## config.mk

```make
export PLATFORM = sky130hd
export DESIGN_NAME = debounced_switch_bank
export DESIGN_NICKNAME = d
export VERILOG_FILES = /design/src/rtl/debounce_pkg.sv /design/src/rtl/debounce_channel.sv /design/src/rtl/debounced_switch_bank.sv
export SDC_FILE = /design/constraint.sdc
export NUM_CORES = 1
export LEC_CHECK = 0
export ABC_AREA = 0
export CAP_MARGIN = 5
export CORE_ASPECT_RATIO = 1.25
export CORE_MARGIN = 2
export CORE_UTILIZATION = 55
export DETAILED_ROUTE_END_ITERATION = 6
export GPL_ROUTABILITY_DRIVEN = 0
export PLACE_DENSITY = 0.72
export SLEW_MARGIN = 5
export SYNTH_ARGS = -nofsm -noshare
export SYNTH_HDL_FRONTEND = slang
export SYNTH_SLANG_ARGS = --single-unit
```

## constraint.sdc

```tcl
create_clock -name i_Clk -period 2.75 [get_ports i_Clk]
set_input_delay 0.55 -clock i_Clk [delete_from_list [all_inputs] [get_ports i_Clk]]
set_output_delay 0.55 -clock i_Clk [all_outputs]
set_load 0.05 [all_outputs]
```

## src/rtl/debounce_pkg.sv

```systemverilog
// Shared limits and counter sizing for the switch debounce bank.
package debounce_pkg;

    localparam int unsigned DEFAULT_DEBOUNCE_LIMIT   = 250000;    // 10 ms at 25 MHz
    localparam int unsigned DEFAULT_LONG_PRESS_LIMIT = 25000000;  // 1 s at 25 MHz

    // Bits needed to hold counts 0..limit-1; never narrower than one bit.
    function automatic int unsigned cnt_width(input int unsigned limit);
        return (limit < 2) ? 1 : $clog2(limit);
    endfunction

endpackage

```

## src/rtl/debounce_channel.sv

```systemverilog
// One switch channel: synchroniser, debounce filter, press/release/long-press pulses, LED toggle.
module debounce_channel
    import debounce_pkg::*;
#(
    parameter int unsigned DEBOUNCE_LIMIT   = DEFAULT_DEBOUNCE_LIMIT,
    parameter int unsigned LONG_PRESS_LIMIT = DEFAULT_LONG_PRESS_LIMIT,
    parameter bit          ACTIVE_LOW       = 1'b0
) (
    input  logic clk,
    input  logic rst,
    input  logic raw,
    output logic level,
    output logic press,
    output logic release_pulse,
    output logic long_press,
    output logic led
);

    localparam int unsigned DB_W = cnt_width(DEBOUNCE_LIMIT);
    localparam int unsigned LP_W = cnt_width(LONG_PRESS_LIMIT + 1);

    localparam logic [DB_W-1:0] DB_LAST = DB_W'(DEBOUNCE_LIMIT - 1);
    localparam logic [LP_W-1:0] LP_SAT  = LP_W'(LONG_PRESS_LIMIT);
    localparam logic [LP_W-1:0] LP_HIT  = LP_W'(LONG_PRESS_LIMIT - 1);

    logic [1:0]      sync;
    logic [DB_W-1:0] cnt;
    logic [LP_W-1:0] lp_cnt;
    logic            held;

    logic s_c;
    logic accept_c;
    logic press_c;
    logic release_c;
    logic long_c;

    // Normalised level and the events the next edge will register.
    always_comb begin
        s_c       = sync[1] ^ ACTIVE_LOW;
        accept_c  = (cnt == DB_LAST);
        press_c   = accept_c && s_c && !level;
        release_c = accept_c && !s_c && level;
        long_c    = level && !release_c && !held && (lp_cnt == LP_HIT);
    end

    always_ff @(posedge clk) begin
        if (rst) begin
            sync          <= {2{ACTIVE_LOW}};
            cnt           <= '0;
            level         <= 1'b0;
            press         <= 1'b0;
            release_pulse <= 1'b0;
            long_press    <= 1'b0;
            lp_cnt        <= '0;
            held          <= 1'b0;
            led           <= 1'b0;
        end else begin
            sync          <= {sync[0], raw};
            press         <= press_c;
            release_pulse <= release_c;
            long_press    <= long_c;

            // A glitch back to the current level restarts the count.
            if ((s_c != level) && (cnt < DB_LAST)) begin
                cnt <= cnt + DB_W'(1);
            end else if (accept_c) begin
                level <= s_c;
                cnt   <= '0;
            end else begin
                cnt <= '0;
            end

            if (!level || release_c) begin
                lp_cnt <= '0;
                held   <= 1'b0;
            end else begin
                if (lp_cnt != LP_SAT) begin
                    lp_cnt <= lp_cnt + LP_W'(1);
                end
                if (long_c) begin
                    held <= 1'b1;
                end
            end

            // A release that ends a long press leaves the LED alone.
            if (release_c && !held) begin
                led <= ~led;
            end
        end
    end

endmodule

```

## src/rtl/debounced_switch_bank.sv

```systemverilog
// Bank of independent debounced switch channels driving event pulses and LED toggles.
module debounced_switch_bank
    import debounce_pkg::*;
#(
    parameter int unsigned NUM_CH           = 4,
    parameter int unsigned DEBOUNCE_LIMIT   = DEFAULT_DEBOUNCE_LIMIT,
    parameter int unsigned LONG_PRESS_LIMIT = DEFAULT_LONG_PRESS_LIMIT,
    parameter bit          ACTIVE_LOW       = 1'b0
) (
    input  logic              i_Clk,
    input  logic              i_Rst,
    input  logic [NUM_CH-1:0] i_Switch,
    output logic [NUM_CH-1:0] o_Debounced,
    output logic [NUM_CH-1:0] o_Press,
    output logic [NUM_CH-1:0] o_Release,
    output logic [NUM_CH-1:0] o_Long_Press,
    output logic [NUM_CH-1:0] o_LED
);

    for (genvar g = 0; g < NUM_CH; g++) begin : g_ch
        debounce_channel #(
            .DEBOUNCE_LIMIT   (DEBOUNCE_LIMIT),
            .LONG_PRESS_LIMIT (LONG_PRESS_LIMIT),
            .ACTIVE_LOW       (ACTIVE_LOW)
        ) u_ch (
            .clk           (i_Clk),
            .rst           (i_Rst),
            .raw           (i_Switch[g]),
            .level         (o_Debounced[g]),
            .press         (o_Press[g]),
            .release_pulse (o_Release[g]),
            .long_press    (o_Long_Press[g]),
            .led           (o_LED[g])
        );
    end

endmodule

```

==> metrics.md <==
| Metric | Value |
|---|---|
| Outcome | `complete, no violations` |
| Synth Area in Compound Gates | `11.2%` |
| Req. time, crit path | `3120 ps` |
| Maximum vdd drop | `0.541 mV` |
| Post-CTS setup buffers | `0` |
| Crit Path Class | `reg -> reg` |
| Synth Area in XOR/XNOR | `8.69%` |
| Max_slew headroom | `53.8%` |
| FILL cells | `1501` |
| Slowest library cell on the worst path | `or4_1` |
| Via count | `7847` |
| Clock root cell | `clkbuf_16` |
| Syn nets | `1132` |
| Worst r2r src | `g_ch[1].u_ch.cnt[11]$_SDFF_PP0_` |
| Synth cell types | `53` |
| Starting DRT DRC Count | `373` |
| Core Area | `16900 sq um` |
| Hold Path Stages | `1` |
| FF-to-FF setup slack | `360 ps` |
| First-pass GRT wire length | `32500 microns` |
| Die H | `151 microns` |
| PwrDens | `565 nW/um^2` |
| RSZ-0062 raised after global routing | `false` |
| WL/cell | `13.8 microns` |
| Clock slew seen by the registers of the worst setup and hold paths | `60 ps` |
| Synthesized area | `9570 sq um` |
| Most common cell after layout, fill and taps aside | `dfxtp_1` |
| Most used cell, CP | `or4_1` |
| Post-route insts no fill | `1349` |
| GRT Total Usage | `20.6%` |
| Worst-path cell chain | `or4_1, or4_1, o311ai_4, buf_4, nor3_1` |
| Final WS setup | `364 ps` |
| I/O Pins | `26` |
| HP Class | `reg -> reg` |
| Fin crit period | `2390 ps` |
| Die area | `18500 sq um` |
| Leakage | `3.14 nW` |
| Worst-path fanout max | `27` |
| Initial antenna violation count | `0` |
| Post-synthesis mux area share | `0.118%` |
| Area occupied by multi-input gates | `5030 sq um` |
| Nets | `1134` |
| Dpl cell area | `9900 sq um` |
| Simple-gate share of the synthesized area | `31.0%` |
| CP endpoint kind | `register` |
| Most frequent cells in the layout | `dfxtp_1 (204), nor2_1 (104), a21oi_1 (77)` |
| Total CTS buffers | `22` |
| Clk sinks | `204` |
| Fin Setup TNS | `0 ps` |
| FP Rows | `53` |
| Final Max Slew Viols | `0` |
| CP arrival | `2760 ps` |
| Drt total wl | `18600 microns` |
| Syn avg cell area | `8.59 sq um` |
| Yosys Warn Count | `0` |
| DRC violations left | `0` |
| Share of layout cells above drive strength 1 | `6.47%` |
| FF+latch area | `4080 sq um` |
| Period utilisation layout | `86.8%` |
| Starting Density | `56.6%` |
| Area Growth Syn to Fin | `11.3%` |
| Final setup viols | `0` |
| CTS tree | `built` |
| Sequential share of the synthesized area | `42.7%` |
| Total gr overflow | `0` |
| Worst Reg-to-Reg Cells | `5` |
| Synthesized instance count | `1114` |
| Primary FF master, synth | `dfxtp_1` |
| #FFs+latches synth | `204` |
| Final Hold Viols | `0` |
| R2r endpoint | `g_ch[1].u_ch.lp_cnt[0]$_SDFFE_PP0P_` |
| # resized after CTS | `0` |
| CP max stage delay | `670 ps` |
| Worst Hold End | `g_ch[1].u_ch.long_press$_SDFF_PP0_` |
| Vias per inst | `5.82` |
| Place WS | `369 ps` |
| Min-delay src | `g_ch[1].u_ch.held$_SDFFE_PP0P_` |
| Later-pin clock latency in the skew report | `490 ps` |
| Clock skew after layout | `7.77 ps` |
| ANT nets after route | `0` |
| Largest family of logic cells by synthesized area | `simple AND/OR/NAND/NOR gates` |
| Number of flops mapped to enable cells by yosys | `0` |
| Share of synthesized registers carrying an async set or reset | `0%` |
| Clock buffer depth | `3` |
| Ant. Diodes | `0` |
| Design area | `10700 sq um` |
| First-pass iteration count of the detailed router | `7` |
| Fmax | `419 MHz` |
| Startpoint types | `register` |
| Adder-cell share of the synthesized area | `1.57%` |
| Port Buf Inserts | `25` |
| HPWL Detailed | `12600 microns` |
| Maximum Capacitance Violations | `0` |
| Die width | `122 microns` |
| H-tree Lvls | `1` |
| Vias in the first global route | `7291` |
| Pin count of the biggest net entering global routing | `28` |
| Placed cells | `1312` |
| CTS Hold Buffers Added | `0` |
| Worst-Margin Slew | `691 ps` |
[cell type report]
| cell class | count | share of cell area, % |
|---|---|---|
| clock inverters | 5 | 0.704 |
| inverters | 37 | 1.30 |
| clock buffers | 32 | 6.37 |
| flip-flops and latches | 204 | 38.3 |
| repair buffers | 38 | 3.50 |
| multi-input cells | 813 | 47.2 |
| well taps | 220 | 2.58 |
[power breakdown]
group          internal (mW)  leakage, nW  switching (mW)  total (mW)
sequential              2.96         1.64         0.00634        2.97
clock                   1.89        0.376            1.12        3.01
combinational         0.0194         1.12          0.0240      0.0434
total                   4.87         3.14            1.15        6.02
[cells by family (layout without fill, tap and decap cells)]
| kind of cell | Yosys count | in the layout |
|---|---|---|
| AOI/OAI and AO/OA | 173 | 173 |
| xor gates and xnor gates | 95 | 95 |
| adders and majority gates | 12 | 12 |
| buffers and inverters | 97 | 112 |
| DFF | 204 | 204 |
| muxes | 1 | 1 |
| and+or+nand+nor | 532 | 532 |
[synthesized netlist by cell type, drive strengths merged, types with 28 or more instances]
master / count / area share, %
or4: 43 / 3.4
nand2: 53 / 2.1
nand4: 65 / 4.2
inv: 37 / 1.5
buf: 28 / 2.1
xnor2: 41 / 3.8
nand3: 66 / 3.5
nor3: 38 / 2.0
clkbuf: 32 / 1.3
nor2: 104 / 4.1
dfxtp: 204 / 43
o31ai: 32 / 2.7
o21ai: 40 / 2.1
a21oi: 77 / 4.0
or3: 35 / 2.3
xor2: 54 / 4.9
[through the flow]
stage          power [mW]  hold slack (ps)  utilization, %
2_1_floorplan        3.06              399               -
3_3_place_gp         3.08              414            58.6
3_5_place_dp         3.08              422            58.6
4_1_cts              6.10              433            63.0
5_1_grt              6.21              440            63.0
6_report             6.02              431            63.0
[routing by layer]
metal | track usage (%) | vias to the layer above | share of wire [%]
met5 | 0 | - | 0
met4 | 5.80 | 0 | 1.8
met3 | 2.69 | 28 | 3.0
met2 | 36.1 | 96 | 48
met1 | 26.7 | 3665 | 47
li1 | - | 4058 | -
[worst max-delay path by stage]
| stage | startpoint | to | cells after the start |
|---|---|---|---|
| after CTS | g_ch[1].u_ch.cnt[11]$_SDFF_PP0_ | g_ch[1].u_ch.lp_cnt[0]$_SDFFE_PP0P_ | 5 |
| after detailed placement | g_ch[1].u_ch.cnt[11]$_SDFF_PP0_ | g_ch[1].u_ch.lp_cnt[0]$_SDFFE_PP0P_ | 5 |
| final | g_ch[1].u_ch.cnt[11]$_SDFF_PP0_ | g_ch[1].u_ch.lp_cnt[0]$_SDFFE_PP0P_ | 5 |
| after global placement | g_ch[1].u_ch.cnt[11]$_SDFF_PP0_ | g_ch[1].u_ch.lp_cnt[0]$_SDFFE_PP0P_ | 5 |
| after floorplan | g_ch[1].u_ch.cnt[11]$_SDFF_PP0_ | g_ch[1].u_ch.lp_cnt[21]$_SDFFE_PP0P_ | 6 |
| after global routing | g_ch[1].u_ch.cnt[11]$_SDFF_PP0_ | g_ch[1].u_ch.lp_cnt[0]$_SDFFE_PP0P_ | 5 |
[worst max-delay path, delay by kind of cell, from the launching register on]
kind                   cells  cell delay (ps)
AOI/OAI and AO/OA          1              250
buffers and inverters      1              320
DFF                        1              370
and+or+nand+nor            3             1330
[flip-flops by register name (all words and copies together), names as in the netlist]
register,flops
g_ch.u_ch.lp_cnt,100
g_ch.u_ch.cnt,72
g_ch.u_ch.sync,8
g_ch.u_ch.held,4
g_ch.u_ch.led,4
g_ch.u_ch.level,4
g_ch.u_ch.long_press,4
g_ch.u_ch.press,4
g_ch.u_ch.release_pulse,4
(Power assumes the default switching activity.)
